--- src/rtl/led_pwm_fade_pkg.sv ---
// Shared types for the LED PWM fade block: per-channel state encoding and the
// duty/target classifier used by the channel state machine.
package led_pwm_fade_pkg;

    typedef enum logic [1:0] {
        ST_OFF  = 2'd0,
        ST_UP   = 2'd1,
        ST_ON   = 2'd2,
        ST_DOWN = 2'd3
    } led_state_t;

    // The state is a pure function of where duty sits relative to its target.
    function automatic led_state_t led_classify(input logic [31:0] duty,
                                                input logic [31:0] target);
        led_state_t st;
        if (duty < target) begin
            st = ST_UP;
        end else if (duty > target) begin
            st = ST_DOWN;
        end else if (duty == 32'd0) begin
            st = ST_OFF;
        end else begin
            st = ST_ON;
        end
        return st;
    endfunction

endpackage

--- src/rtl/led_pwm_chan.sv ---
// Purpose: one LED channel - duty register, fade state machine, PWM compare, output/busy flops.
// Latency: o_led follows i_pwm_cnt by one clock; duty changes only on i_period_end.
// Backpressure: none; free-running, consumes inputs every cycle.
module led_pwm_chan
    import led_pwm_fade_pkg::*;
#(
    parameter int P_PWM_BITS = 8,
    parameter int P_IN_ON    = 1,
    parameter int P_LED_ON   = 1
) (
    input  logic                  i_clk,
    input  logic                  i_rst_n,
    input  logic                  i_req,
    input  logic [P_PWM_BITS-1:0] i_max_duty,
    input  logic                  i_fade_en,
    input  logic [P_PWM_BITS-1:0] i_pwm_cnt,
    input  logic                  i_period_end,
    input  logic                  i_fade_tick,
    output logic                  o_led,
    output logic                  o_busy
);

    localparam logic IN_LVL = (P_IN_ON != 0);
    localparam logic ON_LVL = (P_LED_ON != 0);

    logic [P_PWM_BITS-1:0] target;
    logic [P_PWM_BITS-1:0] duty;
    logic [P_PWM_BITS-1:0] duty_nxt;
    logic                  lit;
    led_state_t            state;

    // Stepping only while strictly below/above target keeps +1/-1 inside 0..2^B-1.
    always_comb begin
        target   = (i_req == IN_LVL) ? i_max_duty : '0;
        duty_nxt = duty;
        if (!i_fade_en) begin
            duty_nxt = target;
        end else if (i_fade_tick) begin
            if (duty < target) begin
                duty_nxt = duty + 1'b1;
            end else if (duty > target) begin
                duty_nxt = duty - 1'b1;
            end
        end
    end

    assign lit = (state != ST_OFF) && (i_pwm_cnt < duty);

    always_ff @(posedge i_clk or negedge i_rst_n) begin
        if (!i_rst_n) begin
            duty   <= '0;
            state  <= ST_OFF;
            o_led  <= ~ON_LVL;
            o_busy <= 1'b0;
        end else begin
            if (i_period_end) begin
                duty  <= duty_nxt;
                state <= led_classify(32'(duty_nxt), 32'(target));
            end
            o_led  <= lit ? ON_LVL : ~ON_LVL;
            o_busy <= (duty != target);
        end
    end

endmodule

--- src/rtl/led_pwm_fade.sv ---
// Purpose: shared PWM timebase (prescaler, pwm counter, fade divider) driving P_LED_NUM channels.
// Latency: one clock from pwm counter to o_led; duty updates land on PWM period boundaries.
// Backpressure: none; free-running.
module led_pwm_fade
    import led_pwm_fade_pkg::*;
#(
    parameter int P_LED_NUM           = 2,
    parameter int P_PWM_BITS          = 8,
    parameter int P_PWM_DIV           = 39,
    parameter int P_FADE_STEP_PERIODS = 4,
    parameter int P_IN_ON             = 1,
    parameter int P_LED_ON            = 1
) (
    input  logic                  i_clk,
    input  logic                  i_rst_n,
    input  logic [P_LED_NUM-1:0]  i_led_req,
    input  logic [P_PWM_BITS-1:0] i_max_duty,
    input  logic                  i_fade_en,
    output logic [P_LED_NUM-1:0]  o_led,
    output logic [P_LED_NUM-1:0]  o_busy
);

    localparam int PW = (P_PWM_DIV > 1) ? $clog2(P_PWM_DIV) : 1;
    localparam int FW = (P_FADE_STEP_PERIODS > 1) ? $clog2(P_FADE_STEP_PERIODS) : 1;
    localparam logic [PW-1:0] PRESC_LAST = PW'(P_PWM_DIV - 1);
    localparam logic [FW-1:0] FADE_LAST  = FW'(P_FADE_STEP_PERIODS - 1);

    logic [PW-1:0]         presc;
    logic [P_PWM_BITS-1:0] pwm_cnt;
    logic [FW-1:0]         fade_cnt;
    logic                  step_tick;
    logic                  period_end;
    logic                  fade_tick;

    assign step_tick  = (presc == PRESC_LAST);
    assign period_end = step_tick && (pwm_cnt == '1);
    assign fade_tick  = period_end && (fade_cnt == FADE_LAST);

    // pwm_cnt wraps naturally at 2^B; the fade divider only moves on period ends.
    always_ff @(posedge i_clk or negedge i_rst_n) begin
        if (!i_rst_n) begin
            presc    <= '0;
            pwm_cnt  <= '0;
            fade_cnt <= '0;
        end else begin
            presc <= step_tick ? '0 : presc + 1'b1;
            if (step_tick) begin
                pwm_cnt <= pwm_cnt + 1'b1;
            end
            if (period_end) begin
                fade_cnt <= fade_tick ? '0 : fade_cnt + 1'b1;
            end
        end
    end

    for (genvar g = 0; g < P_LED_NUM; g++) begin : g_chan
        led_pwm_chan #(
            .P_PWM_BITS (P_PWM_BITS),
            .P_IN_ON    (P_IN_ON),
            .P_LED_ON   (P_LED_ON)
        ) u_chan (
            .i_clk        (i_clk),
            .i_rst_n      (i_rst_n),
            .i_req        (i_led_req[g]),
            .i_max_duty   (i_max_duty),
            .i_fade_en    (i_fade_en),
            .i_pwm_cnt    (pwm_cnt),
            .i_period_end (period_end),
            .i_fade_tick  (fade_tick),
            .o_led        (o_led[g]),
            .o_busy       (o_busy[g])
        );
    end

endmodule

--- config.mk ---
export PLATFORM = sky130hd
export DESIGN_NAME = led_pwm_fade
export DESIGN_NICKNAME = d
export VERILOG_FILES = /design/src/rtl/led_pwm_fade_pkg.sv /design/src/rtl/led_pwm_chan.sv /design/src/rtl/led_pwm_fade.sv
export SDC_FILE = /design/constraint.sdc
export NUM_CORES = 1
export LEC_CHECK = 0
export ABC_CLOCK_PERIOD_IN_PS = 5200
export BUFFER_PORTS_ARGS = -buffer_cell sky130_fd_sc_hd__buf_2
export CELL_PAD_IN_SITES_DETAIL_PLACEMENT = 0
export CELL_PAD_IN_SITES_GLOBAL_PLACEMENT = 1
export CORE_ASPECT_RATIO = 1.75
export CORE_MARGIN = 8
export CORE_UTILIZATION = 48
export CTS_BUF_LIST = sky130_fd_sc_hd__clkbuf_16
export DETAILED_ROUTE_END_ITERATION = 8
export HOLD_SLACK_MARGIN = 0.15
export PLACE_DENSITY = 0.85
export SYNTH_ARGS = -nofsm -noshare
export SYNTH_HDL_FRONTEND = slang
export SYNTH_SLANG_ARGS = --single-unit
--- constraint.sdc ---
create_clock -name i_clk -period 5.2 [get_ports i_clk]
set_clock_uncertainty 0.1 [all_clocks]
set_input_delay 1.04 -clock i_clk [delete_from_list [all_inputs] [get_ports i_clk]]
set_output_delay 1.04 -clock i_clk [all_outputs]
set_load 0.03 [all_outputs]
==> impl_metrics.ini, run 1 <==
[run_status]
status = finished, final reports clean

[place]
dp_hpwl_mm = 8.63
port-buffer-count = 16
place_area_mm2 = 0.00389
gp_congestion = 0.923

[grt]
grt_pass1_wl_mm = 17.5
grt_pass1_vias = 3585
grt_max_degree = 41
overflow = 0
antenna_found_initial = 0
grt_usage_pct = 19.4

[clock_tree]
holdBufCountCts = 0
tritoncts = built
insertion_delay_ns = 0.28
clockBufferDepth = 2
h-tree-depth = 2
cts_resized = 0
cts-root-buf = clkbuf_16
cts_setup_buffers = 0
cts_made_buffers = 5
cts.clk_slew.worst_paths_ns = 0.06
clock_sinks = 40

[critical_path]
critPathTopFamily = simple AND/OR/NAND/NOR gates
path_max_fanout = 11
crit_start = i_led_req[0]
arrival_ns = 5.04
timing.rr.start = g_chan[0].u_chan.duty[0]
r2r_cells = 15
end_kind = flop
endpoint = g_chan[0].u_chan.state[1]
reg2reg_slack_ns = 0.72
reg2reg_to = g_chan[0].u_chan.state[1]
critPathBufInv = 1
critical_path_required_ns = 5.27
crit_slowest_cell = or4_4
cpPeakStageDelay_ns = 0.55
cp_num_cells = 16
crit_chain = buf_2, nand2_1, ha_1, nand4_1, o21ai_0, or4_4, a2111oi_1, a31oi_1, xnor2_1, mux2i_1, ha_1, nand4_1, nor2_1, o2111ai_1, or3_2, o21a_1
crit_type = input pin to flop
crit_path_start_kind = input pin

[sta]
final_max_slew_viol_count = 0
period_needed_ns = 4.96
fin_crit_sh_pct = 95.4
slew_headroom_pct = 38.7
rsz0062_at_grt = no
max_freq_mhz = 201
setup_viol = 0
tightest_slew_ns = 0.919
final-hold-violation-count = 0
setup_tns_ns = 0

[detailed_routing]
ant_nets = 0
vias_per_cell = 6.44
post_drt_wl_per_cell_um = 20.2
drt_iter0_markers = 221
via_count = 3401
routed_wl_mm = 10.7
dr.pass1.iters = 4
drc = 0

[final_layout]
layout_common_cells = ha_1 (54), nand2_1 (40), dfrtp_1 (40)
ff_latch_area_mm2 = 0.00100
area_growth_pct = 7.54
drive_gt1_share_pct = 11.8
fin_area_mm2 = 0.00404
nNetsFinal = 506
multi_input_area_mm2 = 0.00257
final_util_pct = 53.3
diodes = 0
num-fill-cells = 750
final_common_cell = ha_1

[yosys]
syn-cell-area_mm2 = 0.00375
avgSynthCellArea_um2 = 8.75
ys_top_cells_by_area = dfrtp_1 (27%), ha_1 (18%), xnor2_1 (4.2%)
synth_cell_type_count = 66
yosys_warnings = 0
seq_area_frac_synth_pct = 26.7
synth.largest_area_cell = dfrtp_1
synthFlopType = dfrtp_1
synth_top_area_share_pct = 26.7
synth-edff-count = 0
ys_seq_elements = 40
synthCells = 429
syn_nets = 496
async_flop_share_pct = 100

[die]
die-area_mm2 = 0.0110
rows = 42
die_x_um = 82.8
start_util_pct = 49.6
die-height_um = 133
core_area_mm2 = 0.00757
io_pins = 17

[power]
power_frac_comb_pct = 13.5
ir_drop_mv = 0.194
leakage_nw = 1.81
pwr-share-clk_pct = 42.9
p_seq_share_pct = 43.6
p_int_mw = 0.522
finalPower_mw = 0.714
p_sw_mw = 0.192
sw_frac_of_total_pct = 26.9
p_per_area_mw_per_mm2 = 177

[min_path]
whs_path_depth = 2
min_path_type = flop to flop

[job]
cap_viol_max_count = 0
power groups by stage:
stage	registers (mW)	clock network (mW)	logic, mW
final	0.311	0.306	0.0962
after global routing	0.311	0.323	0.107
after CTS	0.311	0.312	0.0960
after detailed placement	0.317	0	0.0956
after global placement	0.317	0	0.0943
after floorplan	0.317	0	0.0591
metal layers:
metal | global-route usage [%] | part of all wire [%] | vias to the layer above | wire length [um]
li1 | - | - | 1621 | -
met1 | 18.1 | 36 | 1612 | 3780
met2 | 36.9 | 55 | 118 | 5810
met3 | 2.52 | 3.2 | 50 | 345
met4 | 14.1 | 6.7 | 0 | 716
met5 | 0 | 0 | - | 0
flip-flops by register name, summed over array words and instances (netlist names):
register and count:
fade_cnt 2, g_chan.u_chan.duty 16, pwm_cnt 8, g_chan.u_chan.state 4, g_chan.u_chan.o_busy 2, g_chan.u_chan.o_led 2, presc 6
per-stage QoR:
stage	setup WS (ns)	hold WS, ns	cells
6_report	0.237	0.377	528
3_5_place_dp	-0.0279	0.364	520
4_1_cts	0.255	0.377	528
3_3_place_gp	-0.0537	0.353	520
2_1_floorplan	0.501	0.343	429
5_1_grt	0.00640	0.412	528
worst reg2reg max path: stages (launching register included):
cell and delay (ns):
dfrtp_1 0.52, inv_1 0.17, ha_1 0.32, nand4_1 0.12, o21ai_0 0.14, or4_4 0.55
a2111oi_1 0.39, a31oi_1 0.11, xnor2_1 0.30, mux2i_1 0.22, ha_1 0.39, nand4_1 0.10
nor2_1 0.20, o2111ai_1 0.14, or3_2 0.42, o21a_1 0.18
final cells by class:
class                   count  share of cell area (%)
flip-flops and latches     40                    24.8
repair buffers             22                    3.10
multi-input cells         347                    63.7
clock buffers               5                    3.10
clock inverters             3                   0.465
inverters                  23                    2.14
well taps                  88                    2.73
Yosys cell counts, drive strengths merged, types with 2 or more instances:
library cell  count
ha               54
dfrtp            40
nand2            40
nor2             27
a21oi            26
inv              23
nand3            19
a21o             18
nand4            18
xnor2            18
clkbuf           13
mux2             13
o21ai            13
nor4              7
o211ai            7
mux2i             6
buf               5
nor2b             5
nor3              5
a2111oi           4
a31oi             4
and2              4
nand2b            4
o21a              4
o41ai             4
or4               4
a211oi            3
and3              3
and4              3
or2               3
or3               3
and3b             2
and4b             2
o2111ai           2
o221ai            2
o311ai            2
xor2              2
kinds of logic after synthesis:
group	after synthesis	share of synthesized area, %
AO/OA/AOI/OAI	101	18.4
XOR/XNOR	20	4.67
adder cells (fa/ha/maj)	54	18.0
buffers and inverters	42	4.90
flip-flops	40	26.7
multiplexers	19	5.50
AND/OR/NAND/NOR	153	21.8
worst min-delay path by stage:
stage,from,end
after floorplan,fade_cnt[1],fade_cnt[1]
after global placement,fade_cnt[1],fade_cnt[1]
after detailed placement,fade_cnt[1],fade_cnt[1]
after CTS,fade_cnt[1],fade_cnt[1]
after global routing,fade_cnt[1],fade_cnt[1]
final,fade_cnt[1],fade_cnt[1]
(Power assumes the default switching activity.)
==> run 2: changes to the inputs <==
--- a/config.mk
+++ b/config.mk
@@ -11,11 +11,13 @@
 export CELL_PAD_IN_SITES_GLOBAL_PLACEMENT = 1
 export CORE_ASPECT_RATIO = 1.75
 export CORE_MARGIN = 8
-export CORE_UTILIZATION = 48
+export CORE_UTILIZATION = 35
 export CTS_BUF_LIST = sky130_fd_sc_hd__clkbuf_16
 export DETAILED_ROUTE_END_ITERATION = 8
 export HOLD_SLACK_MARGIN = 0.15
-export PLACE_DENSITY = 0.85
+export PLACE_DENSITY = 0.66
+export RECOVER_POWER = 100
+export REMOVE_ABC_BUFFERS = 1
 export SYNTH_ARGS = -nofsm -noshare
 export SYNTH_HDL_FRONTEND = slang
 export SYNTH_SLANG_ARGS = --single-unit
==> run 2 against run 1 <==
  * The run now ends with max-capacitance violations, max-slew violations left
  * Clock power up 17%
  * Non-clock buffer count unchanged
  * Combinational power about the same
  * Core utilization down 15 points
  * Flip-flop and latch count unchanged
  * Fmax up 0.52%
  * Global-route usage down 3.0 points
  * Sequential power about the same
  * Register-to-register slack better by 0.04 ns
  * Wire length up 9.2%
==> impl_metrics.ini, run 2 (synthesis gave the netlist of run 1 again) <==
[run_status]
status = complete, but fails checks
violations = max-capacitance violations, max-slew violations

[detailed_routing]
via_count = 3372
routed_wl_mm = 11.6
vias_per_cell = 5.92
post_drt_wl_per_cell_um = 20.4
drc = 0
drt_iter0_markers = 253
ant_nets = 0
dr.pass1.iters = 4

[power]
finalPower_mw = 0.766
ir_drop_mv = 0.141
p_per_area_mw_per_mm2 = 187
leakage_nw = 1.81

[sta]
final-hold-violation-count = 0
tightest_slew_ns = 2.31
setup_tns_ns = 0
slew_headroom_pct = -54.2
rsz0062_at_grt = no
max_freq_mhz = 203
period_needed_ns = 4.94
hold-worst-slack_ns = 0.378
fin_crit_sh_pct = 94.9
final_max_slew_viol_count = 41
setup_viol = 0

[grt]
grt_pass1_wl_mm = 18.2
overflow = 0
antenna_found_initial = 0
grt_pass1_vias = 3524
grt_max_degree = 41
grt_usage_pct = 16.4

[critical_path]
critPathBufInv = 1
cpPeakStageDelay_ns = 0.56
crit_path_start_kind = input pin
crit_chain = buf_2, nand2_1, ha_1, nand4_1, o21ai_0, or4_4, a2111oi_0, a31oi_1, xnor2_1, mux2i_1, ha_1, nand4_1, nor2_1, o2111ai_1, or3_2, o21a_1
critPathTopFamily = simple AND/OR/NAND/NOR gates
end_kind = flop
path_max_fanout = 11
crit_slowest_cell = or4_4
critical_path_required_ns = 5.27
arrival_ns = 5.01
crit_type = input pin to flop

[place]
dp_hpwl_mm = 9.19
gp_congestion = 0.894
port-buffer-count = 16

[final_layout]
num-fill-cells = 1096
final_common_cell = ha_1
top_register = g_chan.u_chan.duty
top_regs = g_chan.u_chan.duty x16, pwm_cnt x8, presc x6
layout_common_cells = ha_1 (54), nand2_1 (40), dfrtp_1 (40)
diodes = 0
largest_register_ff_count = 16
nNetsFinal = 506
area_growth_pct = 9.07
drive_gt1_share_pct = 9.32

[clock_tree]
cts_made_buffers = 5
tritoncts = built
clockBufferDepth = 2
holdBufCountCts = 0
clock_sinks = 40
cts_resized = 0
insertion_delay_ns = 0.29
cts_setup_buffers = 0
h-tree-depth = 2
cts.clk_slew.worst_paths_ns = 0.06
cts-root-buf = clkbuf_16

[die]
die-area_mm2 = 0.0144
core_area_mm2 = 0.0106
io_pins = 17
rows = 50
start_util_pct = 35.5
die_x_um = 94.3
die-height_um = 153

[min_path]
min_path_type = flop to flop

[job]
cap_viol_max_count = 1
-- run 2: where the power goes --
part           switching (mW)  internal (mW)  total, mW
Combinational          0.0635         0.0330     0.0964
Clock                   0.132          0.226      0.358
Sequential          0.0000462          0.311      0.311
-- run 2: metal layers --
metal	share of wire [%]	track usage [%]	vias up	routed length [um]
met4	5.7	11.4	0	664
met2	56	30.9	106	6560
met5	0	0	-	0
met3	2.6	2.01	40	305
met1	35	15.4	1603	4100
li1	-	-	1623	-
-- run 2: final timing paths --
check	from	endpoint	slack [ns]	cells past startpoint
max	i_led_req[0]	g_chan[0].u_chan.state[1]	0.26	16
min	fade_cnt[1]	fade_cnt[1]	0.38	2
max reg2reg	g_chan[0].u_chan.duty[0]	g_chan[0].u_chan.state[1]	0.76	15
min reg2reg	fade_cnt[1]	fade_cnt[1]	0.38	2
max in group asynchronous	i_rst_n	g_chan[0].u_chan.state[0]	2.33	1
min in group asynchronous	i_rst_n	presc[2]	1.34	1
-- run 2: layout make-up --
type | instances | area (um2) | area share [%]
Tap cell | 130 | 163 | 3.97
Inverter | 23 | 86.3 | 2.11
Sequential cell | 40 | 1000 | 24.5
Multi-Input combinational cell | 347 | 2560 | 62.7
Timing Repair Buffer | 22 | 110 | 2.69
Clock inverter | 3 | 42.5 | 1.04
Clock buffer | 5 | 125 | 3.06
-- run 2: through the flow --
step                      setup slack, ns  cells  util, %  cell area [um2]
after global placement             0.0190    562     37.3             3940
after CTS                           0.288    570     38.9             4110
after detailed placement          0.00126    562     37.3             3940
final                               0.263    570     38.7             4090
after global routing               0.0123    570     38.7             4090
after floorplan                     0.899    410        -             3650
-- run 2: worst min-delay path, delay by kind of cell, from the launching register on --
| kind | cells | cell delay (ns) |
|---|---|---|
| AND/OR/NAND/NOR | 2 | 0.10 |
| flip-flops | 1 | 0.35 |
==> run 3: changes to the inputs <==
--- a/config.mk
+++ b/config.mk
@@ -11,11 +11,11 @@
 export CELL_PAD_IN_SITES_GLOBAL_PLACEMENT = 1
 export CORE_ASPECT_RATIO = 1.75
 export CORE_MARGIN = 8
-export CORE_UTILIZATION = 35
+export CORE_UTILIZATION = 48
 export CTS_BUF_LIST = sky130_fd_sc_hd__clkbuf_16
 export DETAILED_ROUTE_END_ITERATION = 8
 export HOLD_SLACK_MARGIN = 0.15
-export PLACE_DENSITY = 0.66
+export PLACE_DENSITY = 0.85
 export RECOVER_POWER = 100
 export REMOVE_ABC_BUFFERS = 1
 export SYNTH_ARGS = -nofsm -noshare
==> run 3 against run 2 <==
  * The flow still finishes with violations (max-capacitance violations, max-slew violations)
  * Final cell count shrank 7.2%
  * Final area shrank 1.1%
  * First-iteration DRC count down 34%
  * Sequential share of layout area up 0.26 points
  * Sequential power about the same
  * Global-route usage is 4.6 points higher
  * Via count is 2.7% higher
  * Die area shrank 24%
  * Largest power group unchanged
  * Highest routed layer unchanged
==> impl_metrics.ini, run 3 (synthesis gave the netlist of run 1 again) <==
[run_status]
status = complete, but fails checks
violations = max-capacitance violations, max-slew violations

[critical_path]
crit_chain = buf_2, nand2_1, ha_1, nand4_1, o21ai_0, or4_1, a2111oi_0, a31oi_1, xnor2_1, mux2i_1, ha_1, nand4_1, nor2_1, o2111ai_1, or3_2, o21a_1
reg2reg_slack_ns = 0.83
critPathBufInv = 1
crit_path_start_kind = input pin
cpPeakStageDelay_ns = 0.55
critical_path_required_ns = 5.28
timing.rr.start = g_chan[0].u_chan.duty[0]
reg2reg_to = g_chan[0].u_chan.state[1]
crit_start = i_led_req[0]
arrival_ns = 4.95
path_max_fanout = 11
end_kind = flop
critPathTopFamily = simple AND/OR/NAND/NOR gates
r2r_cells = 15
crit_slowest_cell = or4_1
crit_type = input pin to flop

[clock_tree]
clock_sinks = 40
cts.clk_slew.worst_paths_ns = 0.06
cts_made_buffers = 5
clockBufferDepth = 2
insertion_delay_ns = 0.29
holdBufCountCts = 0
h-tree-depth = 2
cts_setup_buffers = 0
cts-root-buf = clkbuf_16
tritoncts = built
cts_resized = 0

[die]
io_pins = 17
start_util_pct = 49.6
core_area_mm2 = 0.00757
die-height_um = 133
die_x_um = 82.8
die-area_mm2 = 0.0110
rows = 42

[sta]
setup_tns_ns = 0
period_needed_ns = 4.87
rsz0062_at_grt = no
max_freq_mhz = 205
setup_viol = 0
final-hold-violation-count = 0
tightest_slew_ns = 2.18
slew_headroom_pct = -45.2
hold-worst-slack_ns = 0.375
fin_crit_sh_pct = 93.6
worst_slack_ns = 0.332
final_max_slew_viol_count = 41

[grt]
grt_pass1_vias = 3664
grt_pass1_wl_mm = 18.8
antenna_found_initial = 0
overflow = 0
grt_usage_pct = 21.0
grt_max_degree = 41

[place]
dp_slack_ns = 0.0953
dp_hpwl_mm = 8.88
placed_cells = 521
gp_congestion = 0.968
place_area_mm2 = 0.00390
port-buffer-count = 16

[power]
leakage_nw = 1.81
finalPower_mw = 0.776
p_per_area_mw_per_mm2 = 192
ir_drop_mv = 0.163

[final_layout]
final_common_cell = ha_1
stdcell_count = 529
num-fill-cells = 738
largest_register_ff_count = 16
area_growth_pct = 7.90
fin_area_mm2 = 0.00405
final_util_pct = 53.5
diodes = 0
layout_common_cells = ha_1 (54), nand2_1 (40), dfrtp_1 (40)
nNetsFinal = 507
drive_gt1_share_pct = 9.75
top_register = g_chan.u_chan.duty
top_regs = g_chan.u_chan.duty x16, pwm_cnt x8, presc x6

[min_path]
hold_end = fade_cnt[1]
hold_start = fade_cnt[1]
whs_path_depth = 2
min_path_type = flop to flop

[detailed_routing]
drc = 0
routed_wl_mm = 11.2
via_count = 3462
vias_per_cell = 6.54
drt_iter0_markers = 166
dr.pass1.iters = 4
ant_nets = 0
post_drt_wl_per_cell_um = 21.2

[job]
cap_viol_max_count = 1
==> run 3: cell types whose count changed in the layout (fill, tap and decap cells not counted), sizes merged <==
cell,previous run,this run
inv,23,24
clkinvlp,0,1
clkinv,2,0
clkbuf,13,12
buf,14,16
==> run 3: final cells by class <==
class	count	area, um2	area share [%]
clock inverter	3	46.3	1.14
clock buffer	5	125	3.09
inverter	23	86.3	2.13
tap	88	110	2.72
sequential	40	1000	24.7
timing repair buffer	23	119	2.94
multi-input combinational	347	2560	63.3
==> run 3: layer usage <==
layer | part of all wire, % | wire (um) | vias to the layer above | GRT usage (%)
li1 | - | - | 1623 | -
met1 | 36 | 4050 | 1696 | 20.5
met2 | 54 | 6090 | 99 | 38.9
met3 | 2.8 | 319 | 44 | 2.77
met4 | 6.9 | 775 | 0 | 15.3
met5 | 0 | 0 | - | 0
==> run 3: worst max-delay path by stage <==
stage,end,slack [ns],depth (start not counted)
3_3_place_gp,g_chan[0].u_chan.state[1],0.13,16
5_1_grt,g_chan[0].u_chan.state[1],0.07,16
6_report,g_chan[0].u_chan.state[1],0.33,16
2_1_floorplan,g_chan[0].u_chan.state[1],0.90,15
3_5_place_dp,g_chan[0].u_chan.state[1],0.1,16
4_1_cts,g_chan[0].u_chan.state[1],0.39,16
==> run 3: worst reg2reg max path, stage by stage, from the launching register on <==
cell	delay (ns)
dfrtp_1	0.53
inv_1	0.17
ha_1	0.32
nand4_1	0.13
o21ai_0	0.14
or4_1	0.55
a2111oi_0	0.43
a31oi_1	0.12
xnor2_1	0.25
mux2i_1	0.15
ha_1	0.35
nand4_1	0.10
nor2_1	0.19
o2111ai_1	0.12
or3_2	0.42
o21a_1	0.19
==> run 3: where the power goes <==
part	switching, mW	leakage (nW)	total, mW	internal [mW]
Clock	0.141	0.0804	0.369	0.228
Combinational	0.0622	1.24	0.0955	0.0332
Sequential	0.000125	0.492	0.311	0.311
